File: src/rtl/serial_chunk_adder.sv
// Wide adder that consumes one BIT_WIDTH chunk per clock through a small carry
// look-ahead block, with valid/ready handshakes on operand and result sides.

module carry_look_ahead_exponential #(
  parameter int BIT_WIDTH = 4
) (
  input  logic [BIT_WIDTH-1:0] a,
  input  logic [BIT_WIDTH-1:0] b,
  input  logic                 carry_in,
  output logic [BIT_WIDTH:0]   carry_out,
  output logic [BIT_WIDTH-1:0] and_result
);
  logic [BIT_WIDTH-1:0] g, p;
  logic                 t, c;

  assign g          = a & b;
  assign p          = a ^ b;
  assign and_result = g;

  // Every carry is a flat sum of products over all lower generate/propagate
  // terms, so depth stays constant while term count grows with the bit index.
  always_comb begin
    carry_out    = '0;
    carry_out[0] = carry_in;
    t            = 1'b0;
    c            = 1'b0;
    for (int i = 0; i < BIT_WIDTH; i++) begin
      t = carry_in;
      for (int k = 0; k <= i; k++) t = t & p[k];
      c = t;
      for (int j = 0; j <= i; j++) begin
        t = g[j];
        for (int k = j + 1; k <= i; k++) t = t & p[k];
        c = c | t;
      end
      carry_out[i+1] = c;
    end
  end
endmodule

module serial_chunk_adder #(
  parameter int BIT_WIDTH = 4,
  parameter int CHUNKS    = 4
) (
  input  logic                        clock,
  input  logic                        reset,
  input  logic                        in_valid,
  output logic                        in_ready,
  input  logic [BIT_WIDTH*CHUNKS-1:0] operand1,
  input  logic [BIT_WIDTH*CHUNKS-1:0] operand2,
  input  logic                        carry_in,
  output logic                        out_valid,
  input  logic                        out_ready,
  output logic [BIT_WIDTH*CHUNKS-1:0] sum,
  output logic                        carry_out,
  output logic                        overflow
);
  localparam int TW = BIT_WIDTH * CHUNKS;
  localparam int CW = (CHUNKS > 1) ? $clog2(CHUNKS) : 1;

  typedef enum logic [1:0] {IDLE, RUN, DONE} state_t;

  state_t               state, state_nxt;
  logic [TW-1:0]        op_a, op_b, res;
  logic                 carry_q, ovf_q;
  logic [CW-1:0]        cnt;
  logic [BIT_WIDTH:0]   cla_c;
  logic [BIT_WIDTH-1:0] chunk;
  logic                 last;

  carry_look_ahead_exponential #(.BIT_WIDTH(BIT_WIDTH)) u_cla (
    .a         (op_a[BIT_WIDTH-1:0]),
    .b         (op_b[BIT_WIDTH-1:0]),
    .carry_in  (carry_q),
    .carry_out (cla_c),
    .and_result()
  );

  assign chunk = op_a[BIT_WIDTH-1:0] ^ op_b[BIT_WIDTH-1:0] ^ cla_c[BIT_WIDTH-1:0];
  assign last  = (cnt == CW'(CHUNKS - 1));

  always_comb begin
    state_nxt = state;
    case (state)
      IDLE:    if (in_valid) state_nxt = RUN;
      RUN:     if (last) state_nxt = DONE;
      DONE:    if (out_ready) state_nxt = IDLE;
      default: state_nxt = IDLE;
    endcase
  end

  always_ff @(posedge clock or posedge reset) begin
    if (reset) state <= IDLE;
    else       state <= state_nxt;
  end

  always_ff @(posedge clock or posedge reset) begin
    if (reset) begin
      op_a    <= '0;
      op_b    <= '0;
      res     <= '0;
      carry_q <= 1'b0;
      ovf_q   <= 1'b0;
      cnt     <= '0;
    end else begin
      case (state)
        IDLE: if (in_valid) begin
          op_a    <= operand1;
          op_b    <= operand2;
          carry_q <= carry_in;
          cnt     <= '0;
        end
        RUN: begin
          op_a    <= op_a >> BIT_WIDTH;
          op_b    <= op_b >> BIT_WIDTH;
          // New chunk enters at the top; after CHUNKS shifts chunk 0 sits at bit 0.
          res     <= (res >> BIT_WIDTH) | (TW'(chunk) << (TW - BIT_WIDTH));
          carry_q <= cla_c[BIT_WIDTH];
          if (last) ovf_q <= cla_c[BIT_WIDTH-1] ^ cla_c[BIT_WIDTH];
          else      cnt   <= cnt + CW'(1);
        end
        default: ;
      endcase
    end
  end

  assign in_ready  = (state == IDLE);
  assign out_valid = (state == DONE);
  assign sum       = res;
  assign carry_out = carry_q;
  assign overflow  = ovf_q;
endmodule

File: config.mk
export PLATFORM = sky130hd
export DESIGN_NAME = serial_chunk_adder
export DESIGN_NICKNAME = d
export VERILOG_FILES = /design/src/rtl/serial_chunk_adder.sv
export SDC_FILE = /design/constraint.sdc
export NUM_CORES = 1
export LEC_CHECK = 0
export CAP_MARGIN = 5
export CELL_PAD_IN_SITES_DETAIL_PLACEMENT = 1
export CELL_PAD_IN_SITES_GLOBAL_PLACEMENT = 1
export CORE_ASPECT_RATIO = 1.2
export CORE_UTILIZATION = 39
export CTS_CLUSTER_SIZE = 24
export DETAILED_ROUTE_END_ITERATION = 16
export PLACE_DENSITY_LB_ADDON = 0.1
export SYNTH_ARGS = -nofsm -noshare
export SYNTH_HDL_FRONTEND = slang
export SYNTH_HIERARCHICAL = 1
export SYNTH_SLANG_ARGS = --single-unit
File: constraint.sdc
create_clock -name clock -period 2.3 [get_ports clock]
set_input_delay 0.46 -clock clock [delete_from_list [all_inputs] [get_ports clock]]
set_output_delay 0.46 -clock clock [all_outputs]
set_load 0.005 [all_outputs]
==> flow_summary.json, run 1 <==
{
  "post-synth-top-area-fraction": 0.508,
  "num_vias": 1994,
  "fin_crit_ns": 2.07,
  "crit_end": "in_ready",
  "cts_root_buf": "clkbuf_8",
  "cts-hold-fix-buffers": 0,
  "fp.dieArea_sq_um": 7150,
  "maxCapViolCount": 0,
  "power.share.switching": 0.341,
  "die_h_um": 92.5,
  "gp_congestion": 0.756,
  "cp_top_family": "buffers and inverters",
  "synth_enable_flop_cells": 0,
  "grt.total_usage": 0.187,
  "dp_cells": 369,
  "clk_latency_ns": 0.31,
  "syn-mean-instance-area_sq_um": 11.2,
  "cts_max_level": 2,
  "synth_area_leaders": "dfrtp_1 (51%), mux2_2 (7.2%), a221o_1 (6.4%)",
  "synth_flop_cell": "dfrtp_1",
  "ys_warn_count": 6,
  "synth_area_sq_um": 2660,
  "cp_max_fo": 14,
  "endpoint_kind": "output port",
  "setup_viol": 0,
  "core-area_sq_um": 6530,
  "synth_nets": 280,
  "regArea_sq_um": 1350,
  "pwr-share-seq": 0.373,
  "grt_pass1_wl_um": 10400,
  "finalNonFillerCells": 376,
  "antenna_found_initial": 0,
  "p_comb_frac": 0.489,
  "reg2reg_to": "overflow$_DFFE_PP0P_",
  "place_hpwl_um": 4360,
  "drtIter0Drc": 106,
  "relSlewSlack": 0.634,
  "cp_num_buf_inv": 2,
  "fin_crit_sh": 0.900,
  "clk_pin_slew_worst_paths_ns": 0.09,
  "place_ws_ns": 0.385,
  "timing.fmax_ghz": 0.483,
  "start_kind": "flop",
  "crit_start": "state[0]$_DFFE_PP0P_",
  "path_cells": "buf_12 -> nor2_1 -> clkdlybuf4s50_1",
  "p_switching_mw": 1.62,
  "tightest_slew_ns": 0.545,
  "rows": 32,
  "cts_made_buffers": 5,
  "io_buffers": 56,
  "syn_inst": 238,
  "cp.depth": 3,
  "synth_top_area_cell": "dfrtp_1",
  "cts_sinks": 54,
  "leakagePower_nw": 1.47,
  "vias_per_cell": 5.30,
  "final_area_sq_um": 3410,
  "wirelength_um": 6160,
  "initial_core_util": 0.407,
  "dpl_cell_area_sq_um": 3300,
  "wl_per_cell_um": 16.4,
  "critPathMaxStageDelay_ns": 0.50,
  "drt.antenna.violating_nets": 0,
  "fill_cells": 705,
  "antenna_cells": 0,
  "finalSetupTns_ns": 0,
  "multiInputGateArea_sq_um": 1160,
  "nNetsFinal": 333,
  "grt_pass1_vias": 2067,
  "critPathArrivalTime_ns": 1.61,
  "status": "complete, no violations",
  "grt-ovfl-total": 0,
  "fin_ws_ns": 0.229,
  "worstRegToRegCells": 6,
  "p_per_area_nw_per_um2": 1390,
  "p_int_mw": 3.12,
  "required_ns": 1.84,
  "whs_ns": 0.488,
  "grt_max_degree": 51,
  "power.total_mw": 4.74,
  "hp-class": "input port to asynchronous set/reset pin",
  "rsz0062_at_grt": "false",
  "post_cts_buffers": 0,
  "die_w_um": 77.4,
  "area_growth_pct": 28.3,
  "synthArstFlopShare": 1.00,
  "ctsResizeCount": 0,
  "slew_viol_final": 0,
  "rr_startpoint": "op_a[0]$_DFFE_PP0P_",
  "skew_ns": 0.00618,
  "cts_tree": "yes",
  "fin_util": 0.523,
  "peakVddDrop_mv": 0.737,
  "drive_above_1_share": 0.120,
  "ios": 57,
  "clockBufferDepth": 2,
  "crit_type": "flop to output port",
  "cp_slowest_cell": "dfrtp_1",
  "synth.distinct_cells": 31,
  "synth-seq-cells": 54,
  "dr.pass1.iters": 4,
  "clkPwrFrac": 0.138,
  "yosysSeqAreaShare": 0.508,
  "drc": 0,
  "rrSetupSlack_ns": 0.38,
  "hold_violations": 0
}
[registers in the layout, indices dropped and copies added (netlist names)]
register / flops
op_a: 16
op_b: 16
sum: 16
cnt: 2
state: 2
carry_out: 1
overflow: 1
[area by class of cell]
class / instances / share of cell area
flip-flops and latches: 54 / 0.396
multi-input cells: 162 / 0.341
repair buffers: 65 / 0.195
well taps: 85 / 0.0312
clock buffers: 6 / 0.0242
clock inverters: 1 / 0.00880
inverters: 3 / 0.00330
[per-layer routing]
metal | track usage | vias to the layer above | routed length (um)
met5 | 0 | - | 0
met4 | 0.0566 | 0 | 81
met3 | 0.0335 | 6 | 162
met2 | 0.300 | 41 | 3050
met1 | 0.256 | 989 | 2870
li1 | - | 958 | -
[cell usage in the layout (no fill, tap or decap), types with 6 or more instances in the layout]
| cell type | n |
|---|---|
| clkdlybuf4s50_1 | 56 |
| dfrtp_1 | 54 |
| nand2_1 | 22 |
| o21ai_0 | 22 |
| nand2b_1 | 19 |
| mux2_2 | 17 |
| a221o_1 | 17 |
| nor2_1 | 12 |
| a2bb2oi_1 | 8 |
| xnor2_1 | 8 |
| o22a_1 | 7 |
| clkbuf_8 | 6 |
| buf_4 | 6 |
[worst min path at each step]
stage / endpoint / slack, ns / depth (start not counted) / start
2_1_floorplan: op_b[12]$_DFFE_PP0P_ / 0.47 / 2 / op_b[12]$_DFFE_PP0P_
3_3_place_gp: sum[0]$_DFFE_PP0N_ / 0.49 / 1 / sum[0]$_DFFE_PP0N_
3_5_place_dp: op_a[9]$_DFFE_PP0P_ / 0.50 / 1 / op_a[9]$_DFFE_PP0P_
4_1_cts: op_a[2]$_DFFE_PP0P_ / 0.50 / 2 / reset
5_1_grt: op_a[2]$_DFFE_PP0P_ / 0.51 / 2 / reset
6_report: op_a[2]$_DFFE_PP0P_ / 0.49 / 2 / reset
[worst register-to-register path, stage by stage (launching register included)]
cell	delay [ns]
dfrtp_1	0.42
ha_1	0.30
a21o_1	0.20
a21o_1	0.22
a31o_1	0.25
xor2_1	0.16
mux2_2	0.26
[power by group through the flow]
stage | Combinational [mW] | Clock (mW) | Sequential (mW)
after floorplan | 1.69 | 0 | 1.69
after global placement | 2.29 | 0 | 1.77
after detailed placement | 2.35 | 0 | 1.79
after CTS | 2.36 | 0.670 | 1.77
after global routing | 2.55 | 0.715 | 1.83
final | 2.32 | 0.652 | 1.77
[synth_stat cells, drive strengths merged (3+ instances only)]
| cell type | instances |
|---|---|
| a221o | 17 |
| inv | 3 |
| a21o | 4 |
| nand2 | 22 |
| ha | 5 |
| clkbuf | 3 |
| o21ai | 26 |
| a22o | 4 |
| nor2 | 12 |
| xnor2 | 8 |
| buf | 16 |
| dfrtp | 54 |
| mux2 | 17 |
| o22a | 7 |
| nand2b | 19 |
| a2bb2oi | 8 |
[cell families (layout without fill, tap and decap cells)]
| kind of cell | count (synthesis) | in the layout | synth area share |
|---|---|---|---|
| AOI/OAI and AO/OA | 74 | 74 | 0.208 |
| xor gates and xnor gates | 9 | 9 | 0.0296 |
| muxes | 17 | 17 | 0.0720 |
| DFF | 54 | 54 | 0.508 |
| adders and majority gates | 5 | 5 | 0.0235 |
| buffers and inverters | 22 | 75 | 0.0536 |
| and+or+nand+nor | 57 | 57 | 0.104 |
Note: power is estimated with default switching activity, not from simulation.
==> inputs of run 2 (changes only) <==
--- a/config.mk
+++ b/config.mk
@@ -9,9 +9,10 @@
 export CELL_PAD_IN_SITES_DETAIL_PLACEMENT = 1
 export CELL_PAD_IN_SITES_GLOBAL_PLACEMENT = 1
 export CORE_ASPECT_RATIO = 1.2
-export CORE_UTILIZATION = 39
+export CORE_UTILIZATION = 47
 export CTS_CLUSTER_SIZE = 24
 export DETAILED_ROUTE_END_ITERATION = 16
+export DONT_BUFFER_PORTS = 1
 export PLACE_DENSITY_LB_ADDON = 0.1
 export SYNTH_ARGS = -nofsm -noshare
 export SYNTH_HDL_FRONTEND = slang
==> run 2 against run 1 <==
  * The run now ends with DRC left
  * Worst hold slack lost 0.26 ns
  * Clock-buffer cell count down 1
  * First-iteration DRC count grew 23%
  * Clock power shrank 23%
  * Clock skew is 0.0054 ns higher
  * Largest cell class unchanged
==> flow_summary.json, run 2 (same netlist as run 1, synthesis figures left out) <==
{
  "top_usage_layer": "met2",
  "leakagePower_nw": 1.22,
  "hold_end": "state[1]$_DFFE_PP0P_",
  "antenna_found_initial": 0,
  "die_h_um": 84.4,
  "core-area_sq_um": 5370,
  "fin_ws_ns": 0.380,
  "drtIter0Drc": 130,
  "cts_sinks": 54,
  "violations": "DRC",
  "finalSetupTns_ns": 0,
  "start_kind": "flop",
  "grt_pass1_wl_um": 9550,
  "drive_above_1_share": 0.137,
  "grt.total_usage": 0.209,
  "io_buffers": 0,
  "p_per_area_nw_per_um2": 1520,
  "wl_per_cell_um": 19.6,
  "status": "finished with violations",
  "skew_ns": 0.0116,
  "ios": 57,
  "layout_common_cells": "dfrtp_1 (54), nand2_1 (22), o21ai_0 (22)",
  "cts-hold-fix-buffers": 1,
  "rows": 29,
  "fp.dieArea_sq_um": 5960,
  "cp_max_fo": 4,
  "cts_tree": "yes",
  "final_common_cell": "dfrtp_1",
  "place_hpwl_um": 4160,
  "clk_latency_ns": 0.31,
  "initial_core_util": 0.495,
  "hp-class": "input port to flop",
  "rrSetupSlack_ns": 0.38,
  "worstRegToRegCells": 6,
  "post_cts_buffers": 0,
  "peakVddDrop_mv": 0.542,
  "hold_violations": 0,
  "area_growth_pct": 3.48,
  "cts_root_buf": "clkbuf_8",
  "cts_max_level": 2,
  "clk_pin_slew_worst_paths_ns": 0.10,
  "slew_viol_final": 0,
  "grt.met3_usage": 0.0504,
  "wirelength_um": 5780,
  "hold_start": "out_ready",
  "vias_per_cell": 6.15,
  "nNetsFinal": 275,
  "tightest_slew_ns": 0.650,
  "setup_viol": 0,
  "dr.pass1.iters": 10,
  "num_vias": 1813,
  "crit_type": "flop to flop",
  "critPathArrivalTime_ns": 2.12,
  "grt_pass1_vias": 1874,
  "ctsResizeCount": 0,
  "relSlewSlack": 0.567,
  "dpl_cell_area_sq_um": 2660,
  "endpoint_kind": "flop",
  "antenna_cells": 0,
  "die_w_um": 70.7,
  "clockBufferDepth": 2,
  "fin_crit_ns": 1.92,
  "final_area_sq_um": 2750,
  "required_ns": 2.50,
  "cts_made_buffers": 5,
  "use_met2": 0.371,
  "grt_max_degree": 50,
  "grt-ovfl-total": 0,
  "fill_cells": 593,
  "reg2reg_to": "overflow$_DFFE_PP0P_",
  "drt.antenna.violating_nets": 0,
  "gp_congestion": 0.754,
  "drc": 10,
  "rr_startpoint": "op_a[0]$_DFFE_PP0P_",
  "timing.fmax_ghz": 0.521,
  "maxCapViolCount": 0,
  "rsz0062_at_grt": "false",
  "grt_use_met1": 0.251,
  "fin_crit_sh": 0.835,
  "fin_util": 0.512,
  "holdPathStages": 1,
  "place_ws_ns": 0.382
}
==> run 2: changes by cell type in the layout (fill, tap and decap cells not counted) <==
cell	change
buf_12	-2
buf_4	-1
bufinv_16	-1
clkbuf_8	-1
clkdlybuf4s50_1	-56
clkinv_2	+2
dlygate4sd3_1	+1
==> run 2: how the worst max path moves through the flow <==
stage | start | to | slack (ns) | cells after the start
finish | op_a[0]$_DFFE_PP0P_ | overflow$_DFFE_PP0P_ | 0.38 | 6
global route | op_a[0]$_DFFE_PP0P_ | overflow$_DFFE_PP0P_ | 0.33 | 6
CTS | op_a[0]$_DFFE_PP0P_ | overflow$_DFFE_PP0P_ | 0.38 | 6
detailed placement | op_a[0]$_DFFE_PP0P_ | overflow$_DFFE_PP0P_ | 0.38 | 6
global placement | op_a[0]$_DFFE_PP0P_ | overflow$_DFFE_PP0P_ | 0.43 | 6
floorplan | op_a[0]$_DFFE_PP0P_ | overflow$_DFFE_PP0P_ | 0.38 | 7
==> run 2: area by class of cell <==
class / count / area [sq um] / area share
clock buffers: 5 / 68.8 / 0.0250
clock inverters: 2 / 10.0 / 0.00364
inverters: 3 / 11.3 / 0.00409
multi-input cells: 162 / 1160 / 0.423
flip-flops and latches: 54 / 1350 / 0.491
well taps: 62 / 77.6 / 0.0282
repair buffers: 7 / 67.6 / 0.0246
==> run 2: metrics by stage <==
stage / total power, mW / hold slack [ns] / std cells
after global placement: 3.58 / 0.223 / 287
after global routing: 4.52 / 0.220 / 295
final: 4.19 / 0.232 / 295
after floorplan: 3.38 / 0.473 / 238
after CTS: 4.25 / 0.228 / 295
after detailed placement: 3.74 / 0.230 / 287
==> run 2: worst max-delay path, cell delays in order (launching register included) <==
cell	delay [ns]
dfrtp_1	0.43
ha_1	0.30
a21o_1	0.20
a21o_1	0.22
a31o_1	0.25
xor2_1	0.17
mux2_2	0.26
==> run 2: where the power goes <==
part           leakage, nW  total [mW]  switching (mW)  internal (mW)
sequential           0.668        1.79           0.392           1.40
clock               0.0438       0.500           0.295          0.205
combinational        0.510        1.90           0.880           1.02
total                 1.22        4.19            1.57           2.62
==> run 2: per-layer routing <==
metal	routed length, um	vias to the layer above
met3	284	6
met5	0	-
li1	-	842
met2	3070	42
met1	2350	923
met4	68	0
